### config.mk
export PLATFORM = sky130hd
export DESIGN_NAME = iiitb_wm_timer_flat
export DESIGN_NICKNAME = d
export VERILOG_FILES = /design/src/rtl/wm_pkg.sv /design/src/rtl/iiitb_wm_timer_if.sv /design/src/rtl/wm_tick_prescaler.sv /design/src/rtl/iiitb_wm_timer.sv /design/src/flat_wrapper.sv
export SDC_FILE = /design/constraint.sdc
export NUM_CORES = 1
export LEC_CHECK = 0
export BUFFER_PORTS_ARGS = -buffer_cell sky130_fd_sc_hd__buf_2
export CAP_MARGIN = 10
export CORE_AREA = 2 2 92 112
export CTS_CLUSTER_SIZE = 10
export DETAILED_ROUTE_END_ITERATION = 10
export DIE_AREA = 0 0 94 114
export PLACE_DENSITY = 0.69
export SETUP_SLACK_MARGIN = 0.5
export SLEW_MARGIN = 40
export SYNTH_ARGS = -nofsm -noshare
export SYNTH_HDL_FRONTEND = slang
export SYNTH_HIERARCHICAL = 1
export SYNTH_SLANG_ARGS = --single-unit
### constraint.sdc
create_clock -name clk -period 4.1 [get_ports clk]
set_input_delay 0.615 -clock clk [delete_from_list [all_inputs] [get_ports clk]]
set_output_delay 0.615 -clock clk [all_outputs]
set_load 0.02 [all_outputs]
### src/rtl/wm_pkg.sv
// Shared encodings for the washing-machine phase timer: wash programs,
// timed phases, supervisor states and the fixed duration table.
package wm_pkg;

    typedef enum logic [1:0] {
        PROG_QUICK  = 2'd0,
        PROG_NORMAL = 2'd1,
        PROG_HEAVY  = 2'd2,
        PROG_CUSTOM = 2'd3
    } prog_e;

    typedef enum logic [1:0] {
        PH_WASH  = 2'd0,
        PH_RINSE = 2'd1,
        PH_SPIN  = 2'd2
    } phase_e;

    typedef enum logic [2:0] {
        IDLE      = 3'd0,
        RUN_WASH  = 3'd1,
        RUN_RINSE = 3'd2,
        RUN_SPIN  = 3'd3,
        EXPIRE    = 3'd4,
        FAULT     = 3'd5
    } state_e;

    // Phase durations in ticks, indexed [program][phase] (wash, rinse, spin).
    // The custom row is never read; custom durations come from the ports.
    localparam int unsigned DUR_TBL [4][3] = '{
        '{ 60, 30, 20},
        '{120, 60, 40},
        '{240, 90, 60},
        '{  0,  0,  0}
    };

endpackage

### src/rtl/iiitb_wm_timer_if.sv
// Signals exchanged between the washing-machine control FSM (master) and
// the phase timer (slave): actuator outputs in, timeouts back.
interface iiitb_wm_timer_if;

    logic door_lock;
    logic motor_on;
    logic fill_value_on;
    logic drain_value_on;
    logic water_wash;
    logic done;
    logic cycle_timeout;
    logic spin_timeout;

    modport master (
        output door_lock, motor_on, fill_value_on, drain_value_on, water_wash, done,
        input  cycle_timeout, spin_timeout
    );

    modport slave (
        input  door_lock, motor_on, fill_value_on, drain_value_on, water_wash, done,
        output cycle_timeout, spin_timeout
    );

endinterface

### src/rtl/wm_tick_prescaler.sv
// Divides clk down to a single-cycle tick every TICK_DIV cycles.
// clear restarts the count from 0; hold freezes it and suppresses tick.
module wm_tick_prescaler #(
    parameter int unsigned TICK_DIV = 1000
) (
    input  logic clk,
    input  logic reset,
    input  logic clear,
    input  logic hold,
    output logic tick
);

    localparam int unsigned     PW   = (TICK_DIV > 1) ? $clog2(TICK_DIV) : 1;
    localparam logic [PW-1:0]   LAST = PW'(TICK_DIV - 1);

    logic [PW-1:0] count;

    // Free-running modulo-TICK_DIV counter with restart and freeze.
    // NOTE: sequential state is assigned with <= so every flop samples pre-edge values.
    always_ff @(posedge clk or negedge reset) begin
        if (!reset) begin
            count <= '0;
        end else if (clear) begin
            count <= '0;
        end else if (!hold) begin
            count <= (count == LAST) ? '0 : count + PW'(1);
        end
    end

    assign tick = !hold && (count == LAST);

endmodule

### src/rtl/iiitb_wm_timer.sv
// Phase timer and supervisor for the washing-machine FSM. Infers the running
// phase from the actuator outputs, times it in prescaled ticks, returns
// registered cycle/spin timeouts and runs a sticky fill watchdog.
module iiitb_wm_timer
    import wm_pkg::*;
#(
    parameter int unsigned TICK_DIV      = 1000,
    parameter int unsigned CNT_W         = 16,
    parameter int unsigned FILL_WD_TICKS = 300
) (
    input  logic             clk,
    input  logic             reset,
    input  logic [1:0]       prog_sel,
    input  logic [CNT_W-1:0] custom_wash,
    input  logic [CNT_W-1:0] custom_spin,
    input  logic             pause,
    iiitb_wm_timer_if.slave  fsm,
    output logic             fault,
    output logic             busy,
    output logic [CNT_W-1:0] remaining
);

    localparam int unsigned WD_W = $clog2(FILL_WD_TICKS + 1);

    state_e           state, state_nxt;
    phase_e           phase_q, phase_nxt;
    prog_e            prog_q;
    logic [CNT_W-1:0] cwash_q, cspin_q;
    logic             door_q;
    logic [CNT_W-1:0] cnt_q, cnt_nxt;
    logic             cto_q, sto_q, cto_nxt, sto_nxt;
    logic [WD_W-1:0]  wd_cnt;
    logic             tick, presc_clear, wd_fire, phase_req;

    function automatic logic is_run(input state_e s);
        return (s == RUN_WASH) || (s == RUN_RINSE) || (s == RUN_SPIN);
    endfunction

    // Duration of a phase for the latched program; zero is promoted to one tick.
    function automatic logic [CNT_W-1:0] duration(input prog_e p, input phase_e ph,
                                                   input logic [CNT_W-1:0] cw,
                                                   input logic [CNT_W-1:0] cs);
        logic [CNT_W-1:0] d;
        if (p == PROG_CUSTOM) begin
            case (ph)
                PH_WASH:  d = cw;
                PH_RINSE: d = cw >> 1;
                default:  d = cs;
            endcase
        end else begin
            d = CNT_W'(DUR_TBL[p][ph]);
        end
        return (d == '0) ? CNT_W'(1) : d;
    endfunction

    wm_tick_prescaler #(.TICK_DIV(TICK_DIV)) u_prescaler (
        .clk   (clk),
        .reset (reset),
        .clear (presc_clear),
        .hold  (pause),
        .tick  (tick)
    );

    // The tick phase restarts whenever a timed phase begins or the block idles.
    assign presc_clear = (state_nxt != state) && ((state_nxt == IDLE) || is_run(state_nxt));
    assign phase_req   = (phase_q == PH_SPIN) ? fsm.drain_value_on : fsm.motor_on;
    assign wd_fire     = fsm.fill_value_on && tick && (wd_cnt == WD_W'(FILL_WD_TICKS - 1));

    // Capture the program on the door-lock rising edge; completion reverts to quick.
    always_ff @(posedge clk or negedge reset) begin
        if (!reset) begin
            door_q  <= 1'b0;
            prog_q  <= PROG_QUICK;
            cwash_q <= '0;
            cspin_q <= '0;
        end else begin
            door_q <= fsm.door_lock;
            if (fsm.done) begin
                prog_q <= PROG_QUICK;
            end else if (fsm.door_lock && !door_q) begin
                prog_q  <= prog_e'(prog_sel);
                cwash_q <= custom_wash;
                cspin_q <= custom_spin;
            end
        end
    end

    // Count consecutive fill ticks; saturates so the fault cannot re-arm by wrapping.
    always_ff @(posedge clk or negedge reset) begin
        if (!reset) begin
            wd_cnt <= '0;
        end else if (!fsm.fill_value_on) begin
            wd_cnt <= '0;
        end else if (tick && (wd_cnt != WD_W'(FILL_WD_TICKS))) begin
            wd_cnt <= wd_cnt + WD_W'(1);
        end
    end

    // Supervisor next-state, counter and timeout decode.
    // NOTE: every output of this block gets a default first so no latch is inferred.
    always_comb begin
        state_nxt = state;
        phase_nxt = phase_q;
        cnt_nxt   = cnt_q;
        cto_nxt   = 1'b0;
        sto_nxt   = 1'b0;
        case (state)
            IDLE: begin
                if (!fsm.done) begin
                    if (fsm.motor_on) begin
                        phase_nxt = fsm.water_wash ? PH_RINSE : PH_WASH;
                        state_nxt = fsm.water_wash ? RUN_RINSE : RUN_WASH;
                        cnt_nxt   = duration(prog_q, phase_nxt, cwash_q, cspin_q);
                    end else if (fsm.drain_value_on) begin
                        phase_nxt = PH_SPIN;
                        state_nxt = RUN_SPIN;
                        cnt_nxt   = duration(prog_q, PH_SPIN, cwash_q, cspin_q);
                    end
                end
            end
            RUN_WASH, RUN_RINSE, RUN_SPIN: begin
                // A dropped request or open door abandons the phase silently.
                if (fsm.done || !fsm.door_lock || !phase_req) begin
                    state_nxt = IDLE;
                end else if (tick) begin
                    cnt_nxt = cnt_q - CNT_W'(1);
                    if (cnt_q == CNT_W'(1)) begin
                        state_nxt = EXPIRE;
                    end
                end
            end
            EXPIRE: begin
                if (fsm.done || !phase_req) begin
                    state_nxt = IDLE;
                end else begin
                    cto_nxt = (phase_q != PH_SPIN);
                    sto_nxt = (phase_q == PH_SPIN);
                end
            end
            FAULT:   state_nxt = FAULT;
            default: state_nxt = IDLE;
        endcase
        if (wd_fire) begin
            state_nxt = FAULT;
            cto_nxt   = 1'b0;
            sto_nxt   = 1'b0;
        end
        if (!is_run(state_nxt)) begin
            cnt_nxt = '0;
        end
    end

    // State and output registers; every output leaves the block from a flop.
    always_ff @(posedge clk or negedge reset) begin
        if (!reset) begin
            state   <= IDLE;
            phase_q <= PH_WASH;
            cnt_q   <= '0;
            cto_q   <= 1'b0;
            sto_q   <= 1'b0;
            busy    <= 1'b0;
            fault   <= 1'b0;
        end else begin
            state   <= state_nxt;
            phase_q <= phase_nxt;
            cnt_q   <= cnt_nxt;
            cto_q   <= cto_nxt;
            sto_q   <= sto_nxt;
            busy    <= (state_nxt == EXPIRE) || is_run(state_nxt);
            fault   <= (state_nxt == FAULT);
        end
    end

    assign remaining         = cnt_q;
    assign fsm.cycle_timeout = cto_q;
    assign fsm.spin_timeout  = sto_q;

endmodule

### src/flat_wrapper.sv
// flat-port wrapper written by rule: the top's interface ports become plain ports
module iiitb_wm_timer_flat import wm_pkg::*;
#(
    parameter int unsigned TICK_DIV      = 1000,
    parameter int unsigned CNT_W         = 16,
    parameter int unsigned FILL_WD_TICKS = 300
)
  (clk, reset, prog_sel, custom_wash, custom_spin, pause, fault, busy, remaining, fsm_door_lock, fsm_motor_on, fsm_fill_value_on, fsm_drain_value_on, fsm_water_wash, fsm_done, fsm_cycle_timeout, fsm_spin_timeout);
  iiitb_wm_timer_if fsm_i ();
  input  logic clk;
  input  logic reset;
  input  logic [1:0] prog_sel;
  input  logic [CNT_W-1:0] custom_wash;
  input  logic [CNT_W-1:0] custom_spin;
  input  logic pause;
  output logic fault;
  output logic busy;
  output logic [CNT_W-1:0] remaining;
  input wire logic [$bits(fsm_i.door_lock)-1:0] fsm_door_lock;
  input wire logic [$bits(fsm_i.motor_on)-1:0] fsm_motor_on;
  input wire logic [$bits(fsm_i.fill_value_on)-1:0] fsm_fill_value_on;
  input wire logic [$bits(fsm_i.drain_value_on)-1:0] fsm_drain_value_on;
  input wire logic [$bits(fsm_i.water_wash)-1:0] fsm_water_wash;
  input wire logic [$bits(fsm_i.done)-1:0] fsm_done;
  output wire logic [$bits(fsm_i.cycle_timeout)-1:0] fsm_cycle_timeout;
  output wire logic [$bits(fsm_i.spin_timeout)-1:0] fsm_spin_timeout;
  assign fsm_i.door_lock = fsm_door_lock;
  assign fsm_i.motor_on = fsm_motor_on;
  assign fsm_i.fill_value_on = fsm_fill_value_on;
  assign fsm_i.drain_value_on = fsm_drain_value_on;
  assign fsm_i.water_wash = fsm_water_wash;
  assign fsm_i.done = fsm_done;
  assign fsm_cycle_timeout = fsm_i.cycle_timeout;
  assign fsm_spin_timeout = fsm_i.spin_timeout;
  iiitb_wm_timer #(.TICK_DIV(TICK_DIV), .CNT_W(CNT_W), .FILL_WD_TICKS(FILL_WD_TICKS)) u_core (.clk(clk), .reset(reset), .prog_sel(prog_sel), .custom_wash(custom_wash), .custom_spin(custom_spin), .pause(pause), .fsm(fsm_i), .fault(fault), .busy(busy), .remaining(remaining));
endmodule
==> flow_summary.yaml <==
run_status:
  status: "completed"
global_route:
  grt_first_pass_wirelength_um: 19600
  grt_use_total_pct: 23.4
  grt_pass1_vias: 3939
  grt-ovfl-total: 0
  grt_max_degree: 80
  antenna_found_initial: 0
pwr:
  p_leak_nw: 2.30
  powerDensity_nw_per_um2: 441
  total_power_w: 0.00240
  vdd_ir_drop_max_v: 0.000247
timing:
  fin_skew_ns: 0.00625
  tightest_slew_ns: 0.748
  max_freq_mhz: 304
  final-hold-violation-count: 0
  slew_viol_final: 0
  rsz0062_at_grt: "false"
  finalCritPeriodShare_pct: 80.2
  layout_min_cycle_time_ns: 3.29
  setup_violations: 0
  maxSlewHeadroom_pct: 49.7
  tns_ns: 0
clock_tree:
  clk_latency_ns: 0.34
  hold_buffers: 0
  numCtsBuffers: 9
  post_cts_buffers: 0
  cts_root_buffer: "clkbuf_16"
  path_clk_slew_ns: 0.06
  clockBufferDepth: 2
  cts-resized-gates: 0
  cts_tree: "yes"
  htree_levels: 3
  cts.sinks: 79
drt:
  drc_errors: 0
  ant_nets: 0
  first_iter_violations: 295
  drt_pass1_iterations: 5
  vias_per_cell: 5.99
  vias: 4012
  totalWireLength_um: 12000
  wl_per_cell_um: 17.9
placement:
  detailed_place_hpwl_um: 8600
  io_buffer_count: 62
  place.gp.congestion: 0.934
logic_synthesis:
  syn_avg_cell_area_um2: 9.76
  ys_types: 73
  synth-xor-area-share_pct: 2.61
  ys_seq_area_share_pct: 42.0
  muxShareOfSynthArea_pct: 10.8
  syn_area_um2: 4700
  synth-compound-area-share_pct: 15.7
  synth_simple_gate_area_share_pct: 23.5
  syn_nets: 533
  synth_fa_ha_area_share_pct: 2.13
  async_reset_ff_share_pct: 100
  ys_warn_count: 6
  yosys_register_bits: 79
  synth_top_family_by_area: "simple AND/OR/NAND/NOR gates"
  synth-edff-count: 0
  syn_inst: 482
  synth_ff_type: "dfrtp_1"
critical_path:
  arrival_ns: 3.51
  path_max_fanout: 9
  end_kind: "flip-flop"
  required_ns: 4.33
  criticalPathCategory: "flip-flop to flip-flop"
  critPathLaunchType: "flip-flop"
floorplan:
  core_area_um2: 9760
  initial_core_util_pct: 48.2
  chipWidth_um: 94
  die_area_um2: 10700
  ios: 63
  die_h_um: 114
  num_rows: 40
layout:
  nNetsFinal: 590
  syn2layout_area_growth_pct: 15.9
  antenna_cells: 0
  drive_gt1_share_pct: 26.7
min_path:
  hold_class: "input pin to asynchronous set/reset pin"
job:
  cap_viol_max_count: 0
## final timing paths
| kind | start | to | slack (ns) | cells after the start |
|---|---|---|---|---|
| min in group clk | custom_wash[15] | u_core/cwash_q[15] | 0.48 | 3 |
| max in group asynchronous | reset | u_core/remaining[0] | 3.29 | 1 |
| worst max-delay path | u_core/u_prescaler/count[0] | u_core/u_prescaler/count[8] | 0.81 | 16 |
| worst max register to register | u_core/u_prescaler/count[0] | u_core/u_prescaler/count[8] | 0.81 | 16 |
| worst min register to register | u_core/phase_q[0] | u_core/fsm.spin_timeout | 0.49 | 1 |
| worst min-delay path | reset | u_core/u_prescaler/count[6] | 0.30 | 1 |
## critical path: stages (launching register included)
cell and delay, ns:
dfrtp_1 0.41, ha_1 0.23, and4bb_2 0.25, nand4_1 0.15, nor2_1 0.06, buf_4 0.17, and4b_1 0.21, and4_1 0.24
a21oi_1 0.27, nor2_1 0.07, a311oi_1 0.26, a31oi_1 0.12, buf_4 0.18, nor2b_4 0.23, nor4b_4 0.08, xnor2_1 0.16
nor2_1 0.07
## sequential cells by signal (all words and copies together) (netlist names), 2 cells and up
| signal | flops |
|---|---|
| u_core/cspin_q | 16 |
| u_core/cwash_q | 16 |
| u_core/remaining | 16 |
| u_core/u_prescaler/count | 10 |
| u_core/wd_cnt | 9 |
| u_core/state | 3 |
| u_core/phase_q | 2 |
| u_core/prog_q | 2 |
## cell usage in the layout, fill, tap and decap left out, types with 14 or more instances in the layout
cell     instances
nor2b_1         14
mux2_2          38
nor2_1          40
nand3_1         16
nor4_1          15
a21oi_1         38
dfrtp_1         79
nand2_1         32
buf_2           61
inv_1           17
nor3_1          14
o21ai_0         14
## synth_stat cells (all sizes together) (2+ instances only)
library cell / count / area [um^2]
a21oi: 39 / 199
inv: 17 / 63.8
mux2i: 8 / 80.1
and2: 7 / 43.8
nor4: 20 / 183
clkbuf: 11 / 41.3
a221oi: 3 / 26.3
nand2: 33 / 126
buf: 9 / 48.8
nor2b: 16 / 108
o31ai: 2 / 15.0
and4: 2 / 17.5
o21a: 3 / 23.8
or3: 5 / 36.3
a311oi: 2 / 17.5
and3: 3 / 18.8
a211oi: 4 / 30.0
nand3: 16 / 80.1
nand4: 10 / 62.6
a2111oi: 3 / 38.8
ha: 8 / 100
a31oi: 9 / 71.3
nor4b: 2 / 32.5
o211ai: 6 / 50.1
dfrtp: 79 / 1980
xnor2: 13 / 114
or4: 3 / 30.0
o21ai: 17 / 85.1
mux2: 38 / 428
o311ai: 3 / 26.3
o22ai: 4 / 25.0
nor3b: 2 / 15.0
o41ai: 2 / 17.5
nand2b: 3 / 18.8
o21bai: 3 / 22.5
nor3: 17 / 100
nor2: 40 / 150
## layer usage
metal  track usage, %  share of wire, %  vias to the layer above
met2             39.9                51                      117
met3             4.16               4.3                       24
met1             28.9                42                     1970
li1                 -                 -                     1901
met5                0                 0                        -
met4             10.4               3.1                        0
## report_power, final
part,total [W],switching [W],internal [W]
Sequential,0.000985,0.000112,0.000873
Combinational,0.000540,0.000312,0.000228
Clock,0.000878,0.000312,0.000566
## metrics by stage
| step | hold slack [ns] | util, % | setup WS, ns | cells | instance area, um^2 |
|---|---|---|---|---|---|
| floorplan | 0.319 | - | 0.971 | 482 | 4700 |
| detailed placement | 0.465 | 52.5 | 0.904 | 654 | 5120 |
| global route | 0.357 | 55.8 | 0.606 | 670 | 5450 |
| finish | 0.296 | 55.8 | 0.814 | 670 | 5450 |
| CTS | 0.353 | 55.8 | 0.852 | 670 | 5450 |
| global placement | 0.470 | 52.4 | 1.02 | 654 | 5120 |
## cells by family (layout without fill, tap and decap cells)
logic type,Yosys count,in the layout
xor+xnor,14,14
flops,79,79
buf+inv,37,99
simple gates,188,188
mux,46,46
fa+ha+maj,8,8
compound gates,110,110
## layout make-up
class | count | area, um^2
Multi-Input combinational cell | 366 | 2580
Timing Repair Buffer | 66 | 347
Inverter | 17 | 63.8
Clock inverter | 3 | 65.1
Sequential cell | 79 | 1980
Clock buffer | 13 | 260
Fill cell | 870 | 4310
Tap cell | 126 | 158
No activity file was read; power rests on OpenSTA's default activity.
